===== src/rtl/seg7_pkg.sv =====
// Shared definitions for the seven-segment display path.
package seg7_pkg;

    localparam int unsigned NUM_DIGITS = 4;

    // Bit positions inside a segment vector ordered {g,f,e,d,c,b,a}.
    typedef enum logic [2:0] {
        SEG_A = 3'd0,
        SEG_B = 3'd1,
        SEG_C = 3'd2,
        SEG_D = 3'd3,
        SEG_E = 3'd4,
        SEG_F = 3'd5,
        SEG_G = 3'd6
    } seg_bit_e;

    typedef logic [6:0] seg7_t;

    // Active-high hex glyphs 0-9, A, b, C, d, E, F.
    localparam seg7_t GLYPHS [16] = '{
        7'h3F, 7'h06, 7'h5B, 7'h4F,
        7'h66, 7'h6D, 7'h7D, 7'h07,
        7'h7F, 7'h6F, 7'h77, 7'h7C,
        7'h39, 7'h5E, 7'h79, 7'h71
    };

endpackage


===== src/rtl/hex_to_seg7.sv =====
// Combinational 4-bit hex to active-high seven-segment glyph decoder.
module hex_to_seg7
    import seg7_pkg::*;
(
    input  logic [3:0] hex,
    output logic [6:0] seg
);

    // Table lookup of the glyph for one nibble.
    always_comb begin
        seg = GLYPHS[hex];
    end

endmodule


===== src/rtl/seg7_scan_driver.sv =====
// Four-digit multiplexed hex display driver with per-frame shadow capture.
module seg7_scan_driver
    import seg7_pkg::*;
#(
    parameter int unsigned REFRESH_DIV    = 50000,
    parameter bit          ACTIVE_LOW_SEG = 1'b1
) (
    input  logic       clk,
    input  logic       rst,
    input  logic [7:0] out_msb,
    input  logic [7:0] out_lsb,
    input  logic       blank_lz,
    output logic [3:0] an,
    output logic [6:0] seg,
    output logic       dp,
    output logic       frame_tick
);

    localparam int unsigned    CW      = $clog2(REFRESH_DIV);
    localparam logic [CW-1:0]  CNT_MAX = CW'(REFRESH_DIV - 1);
    localparam seg7_t          SEG_OFF = {7{ACTIVE_LOW_SEG}};
    localparam logic           DP_OFF  = ACTIVE_LOW_SEG;

    logic [CW-1:0]           cnt;
    logic [1:0]              idx;
    logic [NUM_DIGITS*4-1:0] shadow;
    logic                    first;

    logic                    tick;
    logic                    frame_start;
    logic [3:0]              cur_nib;
    seg7_t                   glyph;
    logic                    blank3, blank2, blank1;
    logic                    digit_blank;
    logic [3:0]              an_next;
    logic                    dp_on;

    assign tick        = (cnt == CNT_MAX);
    assign frame_start = first || (tick && (idx == 2'd3));

    // Prescaler, digit index and shadow capture at each frame start.
    always_ff @(posedge clk) begin
        if (rst) begin
            cnt    <= '0;
            idx    <= '0;
            shadow <= '0;
            first  <= 1'b1;
        end else begin
            // Prescaler holds during the capture cycle so digit 0 gets a full slot.
            if (!first) begin
                cnt <= tick ? '0 : cnt + 1'b1;
            end
            if (frame_start) begin
                shadow <= {out_msb, out_lsb};
                first  <= 1'b0;
                idx    <= '0;
            end else if (tick) begin
                idx <= idx + 2'd1;
            end
        end
    end

    assign cur_nib = shadow[{idx, 2'b00} +: 4];

    hex_to_seg7 u_dec (
        .hex (cur_nib),
        .seg (glyph)
    );

    // Leading-zero blanking chain and next-cycle digit drive.
    always_comb begin
        blank3 = blank_lz && (shadow[15:12] == 4'h0);
        blank2 = blank3 && (shadow[11:8] == 4'h0);
        blank1 = blank2 && (shadow[7:4] == 4'h0);
        case (idx)
            2'd3:    digit_blank = blank3;
            2'd2:    digit_blank = blank2;
            2'd1:    digit_blank = blank1;
            default: digit_blank = 1'b0;
        endcase
        an_next = digit_blank ? 4'b1111 : ~(4'b0001 << idx);
        dp_on   = (idx == 2'd2) && !blank2;
    end

    // Registered display outputs; dark until the first capture is visible.
    always_ff @(posedge clk) begin
        if (rst || first) begin
            an  <= 4'b1111;
            seg <= SEG_OFF;
            dp  <= DP_OFF;
        end else begin
            an  <= an_next;
            seg <= digit_blank ? SEG_OFF : (glyph ^ {7{ACTIVE_LOW_SEG}});
            dp  <= dp_on ^ ACTIVE_LOW_SEG;
        end
        frame_tick <= !rst && frame_start;
    end

endmodule


===== config.mk =====
export PLATFORM = sky130hd
export DESIGN_NAME = seg7_scan_driver
export DESIGN_NICKNAME = d
export VERILOG_FILES = /design/src/rtl/seg7_pkg.sv /design/src/rtl/hex_to_seg7.sv /design/src/rtl/seg7_scan_driver.sv
export SDC_FILE = /design/constraint.sdc
export NUM_CORES = 1
export LEC_CHECK = 0
export ABC_CLOCK_PERIOD_IN_PS = 2300
export BUFFER_PORTS_ARGS = -buffer_cell sky130_fd_sc_hd__clkbuf_2
export CORE_MARGIN = 2
export CORE_UTILIZATION = 57
export DETAILED_ROUTE_END_ITERATION = 8
export GPL_ROUTABILITY_DRIVEN = 0
export PLACE_DENSITY = 0.79
export SYNTH_ARGS = -nofsm -noshare
export SYNTH_HDL_FRONTEND = slang
export SYNTH_SLANG_ARGS = --single-unit
export TNS_END_PERCENT = 10

===== constraint.sdc =====
create_clock -name clk -period 2.3 [get_ports clk]
set_input_delay 0.23 -clock clk [delete_from_list [all_inputs] [get_ports clk]]
set_output_delay 0.23 -clock clk [all_outputs]
set_load 0.1 [all_outputs]

==> parameters.txt, run 1 <==
Parameter                              Value

Status
  Run status    finished clean

Synthesis
  Number of synthesized flops with an enable pin    0
  Prevailing post-synth register cell    sky130_fd_sc_hd__dfxtp_1
  Synthesized instance count    roughly 260
  Number of nets produced by synthesis    285
  Post-synth top area share    between 30% and 40%
  Synth Register Bits    between 40 and 50
  Number of synthesis warnings    0
  Cell Area, Synth    about 2500 um^2
  Number of distinct library cells after synthesis    between 40 and 50
  Asr flop ratio synth    0%
  Fraction of the yosys area taken by sequential cells    approximately 39%
  Synthesized area per cell    between 9 and 10 um^2
  Dominant cell type by area after synthesis    sky130_fd_sc_hd__dfxtp_1
  Largest cells by area after synthesis    sky130_fd_sc_hd__dfxtp_1, sky130_fd_sc_hd__mux2i_1, sky130_fd_sc_hd__nand2b_1, sky130_fd_sc_hd__ha_1, sky130_fd_sc_hd__mux4_2

Global routing
  Global-route total usage across every layer    between 10% and 20%
  Antenna violations before repair    0
  Pin count of the biggest net entering global routing    39
  Total global routing overflow    0
  Via count of the first global-routing pass    1692
  Wire length of the first global-routing pass    7760 um

Cells and area
  Core Util, Final    about two thirds
  Area growth syn-to-layout    12.1%
  Share of cells above drive strength 1    between 20% and 30%
  Most frequent cells in the layout    sky130_fd_sc_hd__dfxtp_1, sky130_fd_sc_hd__nand2b_1, sky130_fd_sc_hd__clkbuf_2
  Fill cell count    340
  # nets final    ~320
  Area of all placed cells without fillers    between 2000 and 3000 um^2
  Commonest non-fill, non-tap cell in the layout    sky130_fd_sc_hd__dfxtp_1
  Antenna Cells    0

Die
  Number of top-level design ports    32
  Placeable Area    around 4100 um^2
  Die width    ~70 um
  Count of standard-cell rows    23
  Effective utilization at floorplan    60.4%
  Area of the die    between 4000 and 5000 um^2
  Vertical extent of the die    approximately 70 um

Timing
  Slew at the pin closest to its max-slew limit    approximately 0.69 ns
  Fin. Hold Viols    0
  Number of pins exceeding their max-slew limit in the final report    0
  Share of the cycle needed by the critical path after routing    around nine tenths
  Finish-stage setup viols    0
  RSZ-0062 raised after global routing    false
  Highest achievable clock rate    477 MHz
  Final Critical Period    about 2.1 ns
  Setup_tns    0 ns
  Worst clock skew    about 0.007 ns
  Max transition margin    53.7%

Power
  Switching Fraction    27.5%
  Sw Pwr    roughly 0.00045 W
  Power per cell area    592 nW/um^2
  Internal power contribution    0.00119 W
  Fraction of power consumed by sequential logic    a little over half
  Worst IR Drop VDD    0.371 mV
  Clk network pwr share    a little over 30%
  Leakage    between 1 and 1.5 nW
  Gate power share    about 15%
  Overall power    approximately 0.0016 W

Critical path
  Critical path fanouts, max    7
  Reg-to-Reg Start    idx[0]
  Crit. End Element    register
  Arr. time, crit path    about 2.3 ns
  Startpoint type of the worst setup path    register
  WP data required    ~2.5 ns
  Crit. Startpoint    idx[0]
  Type of the setup path with the least slack    register to register

Place
  Post-detailed-placement cell area    between 2000 and 3000 um^2
  Detailed placement HPWL    3410 um
  Number of I/O port buffers    31

Clock tree
  PostCTS Resize Cnt    0
  Clk sink count    48
  Total clock buffers created by CTS    5
  Post-CTS Repair Setup Buffers    0
  Clock tree root driver cell    sky130_fd_sc_hd__clkbuf_8
  H-tree depth reported by CTS    2
  Clock latency reported for the late side of the worst-skew pair    approximately 0.3 ns
  Number of buffers on the longest clock path    2
  Reg clk slew, reported paths    ~0.08 ns
  TritonCTS clock tree    yes
  Post-cts hold buffer count    0

Flow run
  Max-cap violations    0

Drt
  Total via count in the routed design    approximately 1900
  Number of violations reported at the end of detailed-routing iteration 0    roughly 130
  DRT antenna net count    0
  Number of iterations in the first detailed-routing pass    5
  Drt total wl    about 4500 um
  Drt wl/cell    roughly 13 um
  Average vias per placed instance    around 5.6
  Post-route DRC violation count    0

Min path
  Hold path start    out_lsb[3]
  Min-delay worst type    primary input to register
## stage by stage
step | setup slack [ns] | cells | hold WS, ns
floorplan | 0.257 | 255 | 0.320
global placement | 0.141 | 329 | 0.471
detailed placement | 0.0395 | 329 | 0.477
CTS | 0.0330 | 337 | 0.158
global route | 0.134 | 337 | 0.161
finish | 0.205 | 337 | 0.163
## Yosys cell counts (3+ instances only)
cell	count
sky130_fd_sc_hd__nor3_1	6
sky130_fd_sc_hd__a21oi_1	8
sky130_fd_sc_hd__nand4_1	5
sky130_fd_sc_hd__clkbuf_1	9
sky130_fd_sc_hd__xor2_1	7
sky130_fd_sc_hd__nand2b_1	33
sky130_fd_sc_hd__nand3_1	6
sky130_fd_sc_hd__mux4_2	3
sky130_fd_sc_hd__xnor2_1	5
sky130_fd_sc_hd__mux2i_1	25
sky130_fd_sc_hd__nand2_1	10
sky130_fd_sc_hd__inv_1	9
sky130_fd_sc_hd__dfxtp_1	48
sky130_fd_sc_hd__or3b_2	3
sky130_fd_sc_hd__and2_1	3
sky130_fd_sc_hd__nor4_1	5
sky130_fd_sc_hd__ha_1	11
sky130_fd_sc_hd__nor2_1	17
sky130_fd_sc_hd__nand3b_1	3
## registers in the layout, summed over array words and instances, names as in the netlist
signal      flops
idx             2
dp              1
first           1
shadow         16
an              4
seg             7
frame_tick      1
cnt            16
## routing by layer
layer | GRT usage [%] | vias to the layer above | share of wire (%)
li1 | - | 962 | -
met1 | 25.8 | 866 | 47
met5 | 0 | - | 0
met4 | 7.05 | 0 | 1.9
met2 | 31.5 | 57 | 46
met3 | 4.36 | 9 | 5.7
## power groups by stage
stage	Clock, W	Sequential (W)	Combinational (W)
after floorplan	0	0.000973	0.000121
after global placement	0	0.000908	0.000235
after detailed placement	0	0.000909	0.000239
after CTS	0.000523	0.000890	0.000241
after global routing	0.000559	0.000894	0.000260
final	0.000509	0.000889	0.000240
## final cells by class
| cell class | instances | area, um^2 | area share (%) |
|---|---|---|---|
| Multi-Input combinational cell | 185 | 1420 | 51.2 |
| Sequential cell | 48 | 962 | 34.8 |
| Timing Repair Buffer | 37 | 200 | 7.24 |
| Clock buffer | 6 | 82.6 | 2.99 |
| Tap cell | 50 | 62.6 | 2.26 |
| Inverter | 9 | 33.8 | 1.22 |
| Clock inverter | 2 | 10.0 | 0.362 |
## worst max-delay path: stages (launching register included)
cell                      delay, ns
sky130_fd_sc_hd__dfxtp_2       0.44
sky130_fd_sc_hd__mux4_2        0.60
sky130_fd_sc_hd__inv_1         0.14
sky130_fd_sc_hd__ha_1          0.29
sky130_fd_sc_hd__nor2_1        0.07
sky130_fd_sc_hd__a22o_1        0.24
sky130_fd_sc_hd__o31ai_1       0.23
## cells by family (layout without fill, tap and decap cells)
logic type | after synthesis | count (layout) | synth area share (%)
AO/OA/AOI/OAI | 26 | 26 | 7.75
XOR/XNOR | 12 | 12 | 4.26
adder cells (fa/ha/maj) | 11 | 11 | 5.58
buffers and inverters | 22 | 54 | 3.90
flip-flops | 48 | 48 | 38.9
multiplexers | 30 | 30 | 13.8
AND/OR/NAND/NOR | 106 | 106 | 25.8
## worst paths after layout
check / endpoint / slack (ns) / cells past startpoint
hold reg to reg: shadow[8] / 0.49 / 2
setup reg to reg: seg[0] / 0.21 / 6
hold / removal: shadow[3] / 0.16 / 3
setup / recovery: seg[0] / 0.21 / 6
(Power assumes the default switching activity.)
==> run 2, diff against run 1 <==
- CORE_UTILIZATION: 57 -> 50
- PLACE_DENSITY: 0.79 -> 0.71
- SYNTH_HIERARCHICAL: not set -> 1
==> parameters.txt, run 2 <==
Parameter                              Value

Global routing
  Antenna violations before repair    0 (unchanged)
  Global-route total usage across every layer    16.8% (was 19.6%)
  Pin count of the biggest net entering global routing    29 (was 39)
  Via count of the first global-routing pass    1539 (was 1692)
  Total global routing overflow    0 (unchanged)
  Wire length of the first global-routing pass    7110 um (was 7760 um)

Clock tree
  H-tree depth reported by CTS    2 (unchanged)
  Reg clk slew, reported paths    0.09 ns (was 0.08 ns)
  Clock tree root driver cell    sky130_fd_sc_hd__clkbuf_8 (unchanged)
  Post-CTS Repair Setup Buffers    0 (unchanged)
  Clk sink count    48 (unchanged)
  Number of buffers on the longest clock path    2 (unchanged)
  TritonCTS clock tree    yes (unchanged)
  Total clock buffers created by CTS    5 (unchanged)
  PostCTS Resize Cnt    0 (unchanged)
  Post-cts hold buffer count    0 (unchanged)
  Clock latency reported for the late side of the worst-skew pair    0.30 ns (about the same)

Synthesis
  Number of nets produced by synthesis    279 (was 285)
  Number of distinct library cells after synthesis    44 (was 46)
  Number of synthesis warnings    6 (was 0)
  Dominant cell type by area after synthesis    sky130_fd_sc_hd__dfxtp_1 (unchanged)
  Fraction of the yosys area taken by sequential cells    39.5% (was 38.9%)
  Most instantiated cells after synthesis    sky130_fd_sc_hd__dfxtp_1, sky130_fd_sc_hd__nand2b_1, sky130_fd_sc_hd__mux2i_1 (unchanged)
  Number of synthesized flops with an enable pin    0 (unchanged)
  Prevailing post-synth register cell    sky130_fd_sc_hd__dfxtp_1 (unchanged)
  Asr flop ratio synth    0% (unchanged)
  Synthesized instance count    247 (was 255)
  Cell with the most instances after synthesis    sky130_fd_sc_hd__dfxtp_1 (unchanged)
  Synth Register Bits    48 (unchanged)
  Synthesized area per cell    9.84 um^2 (was 9.68 um^2)
  Largest cells by area after synthesis    sky130_fd_sc_hd__dfxtp_1, sky130_fd_sc_hd__nand2b_1, sky130_fd_sc_hd__mux2i_1, sky130_fd_sc_hd__ha_1, sky130_fd_sc_hd__mux4_2 (was sky130_fd_sc_hd__dfxtp_1, sky130_fd_sc_hd__mux2i_1, sky130_fd_sc_hd__nand2b_1, sky130_fd_sc_hd__ha_1, sky130_fd_sc_hd__mux4_2)
  Post-synth top area share    39.5% (was 38.9%)
  Cell Area, Synth    2430 um^2 (was 2470 um^2)

Critical path
  Worst reg2reg path endpoint    seg[3] (was seg[0])
  Startpoint type of the worst setup path    register (unchanged)
  Crit. End Element    register (unchanged)
  Reg2reg setup slack    0.22 ns (was 0.21 ns)
  Delay of the slowest cell on the worst path    0.60 ns (about the same)
  WP data required    2.54 ns (was 2.51 ns)
  Reg-to-Reg Start    idx[0] (unchanged)
  Library cell appearing most often on the critical path    sky130_fd_sc_hd__inv_1
  Path depth of the worst reg2reg path    6 (unchanged)
  Sequence of cells on the critical path    mux4_2, inv_1, ha_1, inv_1, mux4_1, nand2_1 (was mux4_2, inv_1, ha_1, nor2_1, a22o_1, o31ai_1)
  CP max stage cell    sky130_fd_sc_hd__mux4_2 (unchanged)
  Type of the setup path with the least slack    register to register (unchanged)
  Critical path fanouts, max    5 (was 7)
  Arr. time, crit path    2.32 ns (was 2.30 ns)

Cells and area
  Commonest non-fill, non-tap cell in the layout    sky130_fd_sc_hd__dfxtp_1 (unchanged)
  Area of all placed cells without fillers    2720 um^2 (was 2770 um^2)
  Share of cells above drive strength 1    18.8% (was 20.9%)
  Most frequent cells in the layout    sky130_fd_sc_hd__dfxtp_1, sky130_fd_sc_hd__nand2b_1, sky130_fd_sc_hd__clkbuf_2 (unchanged)
  Antenna Cells    0 (unchanged)
  Area growth syn-to-layout    11.8% (was 12.1%)
  Top flop regs    cnt (16), shadow (16), seg (7) (unchanged)
  # nets final    308 (was 316)

Timing
  Max transition margin    52.7% (was 53.7%)
  Final Critical Period    2.08 ns (was 2.09 ns)
  Finish-stage setup viols    0 (unchanged)
  Setup_tns    0 ns (unchanged)
  Share of the cycle needed by the critical path after routing    90.4% (was 91.1%)
  Final hold slack    0.151 ns (was 0.163 ns)
  Highest achievable clock rate    481 MHz (was 477 MHz)
  Fin. Hold Viols    0 (unchanged)
  Number of pins exceeding their max-slew limit in the final report    0 (unchanged)
  Slew at the pin closest to its max-slew limit    0.708 ns (was 0.693 ns)
  Worst clock skew    0.00993 ns (was 0.00685 ns)
  RSZ-0062 raised after global routing    false (unchanged)

Power
  Leakage    1.09 nW (was 1.10 nW)
  Power per cell area    606 nW/um^2 (was 592 nW/um^2)
  Worst IR Drop VDD    0.320 mV (was 0.371 mV)

Die
  Count of standard-cell rows    25 (was 23)
  Effective utilization at floorplan    51.8% (was 60.4%)
  Number of top-level design ports    32 (unchanged)
  Placeable Area    4690 um^2 (was 4090 um^2)
  Area of the die    5440 um^2 (was 4870 um^2)
  Vertical extent of the die    73.7 um (was 69.8 um)
  Die width    73.7 um (was 69.8 um)

Min path
  Worst hold endpoint    shadow[8] (was shadow[3])
  Hold path start    out_msb[0] (was out_lsb[3])
  Worst hold stages    3 (unchanged)
  Min-delay worst type    primary input to register (unchanged)

Status
  Run status    finished clean (unchanged)

Drt
  Total via count in the routed design    1697 (was 1894)
  Average vias per placed instance    5.13 (was 5.62)
  Number of iterations in the first detailed-routing pass    4 (was 5)
  Post-route DRC violation count    0 (unchanged)
  Drt wl/cell    12.7 um (was 13.4 um)
  Drt total wl    4190 um (was 4510 um)
  Number of violations reported at the end of detailed-routing iteration 0    84 (was 131)
  DRT antenna net count    0 (unchanged)

Flow run
  Max-cap violations    0 (unchanged)

Place
  Number of I/O port buffers    31 (unchanged)
  Detailed placement HPWL    3020 um (was 3410 um)
  Post-detailed-placement cell area    2630 um^2 (was 2670 um^2)
## run 2: worst max-delay path: cells and delay by family, from the launching register on
kind,cells,cell delay (ns)
fa+ha+maj,1,0.27
buf+inv,2,0.21
flops,1,0.42
mux,2,1.07
simple gates,1,0.06
## run 2: routing by layer
layer,wire length [um],vias up,track usage [%]
met5,0,-,0
met1,2190,756,24.8
met3,161,5,4.12
met2,1780,32,24.0
li1,-,904,-
met4,54,0,5.45
## run 2: how the worst max path moves through the flow
stage / startpoint / endpoint / slack (ns)
floorplan: idx[0] / seg[3] / 0.09
global placement: idx[0] / seg[3] / 0.27
detailed placement: idx[0] / seg[3] / 0.23
CTS: idx[0] / seg[3] / 0.22
global route: idx[0] / seg[3] / 0.09
finish: idx[0] / seg[3] / 0.22
## run 2: metrics by stage
| step | power (W) | std cells | util (%) | setup slack (ns) |
|---|---|---|---|---|
| CTS | 0.00166 | 331 | 57.9 | 0.218 |
| global route | 0.00172 | 331 | 57.9 | 0.0872 |
| floorplan | 0.00110 | 247 | - | 0.0937 |
| global placement | 0.00115 | 323 | 56.0 | 0.271 |
| finish | 0.00165 | 331 | 57.9 | 0.221 |
| detailed placement | 0.00115 | 323 | 56.0 | 0.227 |
## run 2: final cells by class
| cell class | count | area, um^2 |
|---|---|---|
| inverters | 9 | 33.8 |
| repair buffers | 35 | 198 |
| flip-flops and latches | 48 | 961 |
| well taps | 54 | 67.6 |
| fillers | 426 | 1970 |
| multi-input cells | 177 | 1370 |
| clock buffers | 8 | 90.1 |
## run 2: where the power goes
part / internal (W) / switching (W) / total, W
clock network: 0.000246 / 0.000272 / 0.000517
registers: 0.000863 / 0.0000223 / 0.000885
logic: 0.0000906 / 0.000153 / 0.000244
## run 2: cells by family (layout without fill, tap and decap cells)
kind of cell	count (synthesis)	in the layout	synth area share, %
xor+xnor	14	14	5.04
compound gates	15	15	4.73
mux	28	28	14.6
buf+inv	22	52	4.22
simple gates	107	107	25.2
flops	48	48	39.5
fa+ha+maj	13	13	6.69
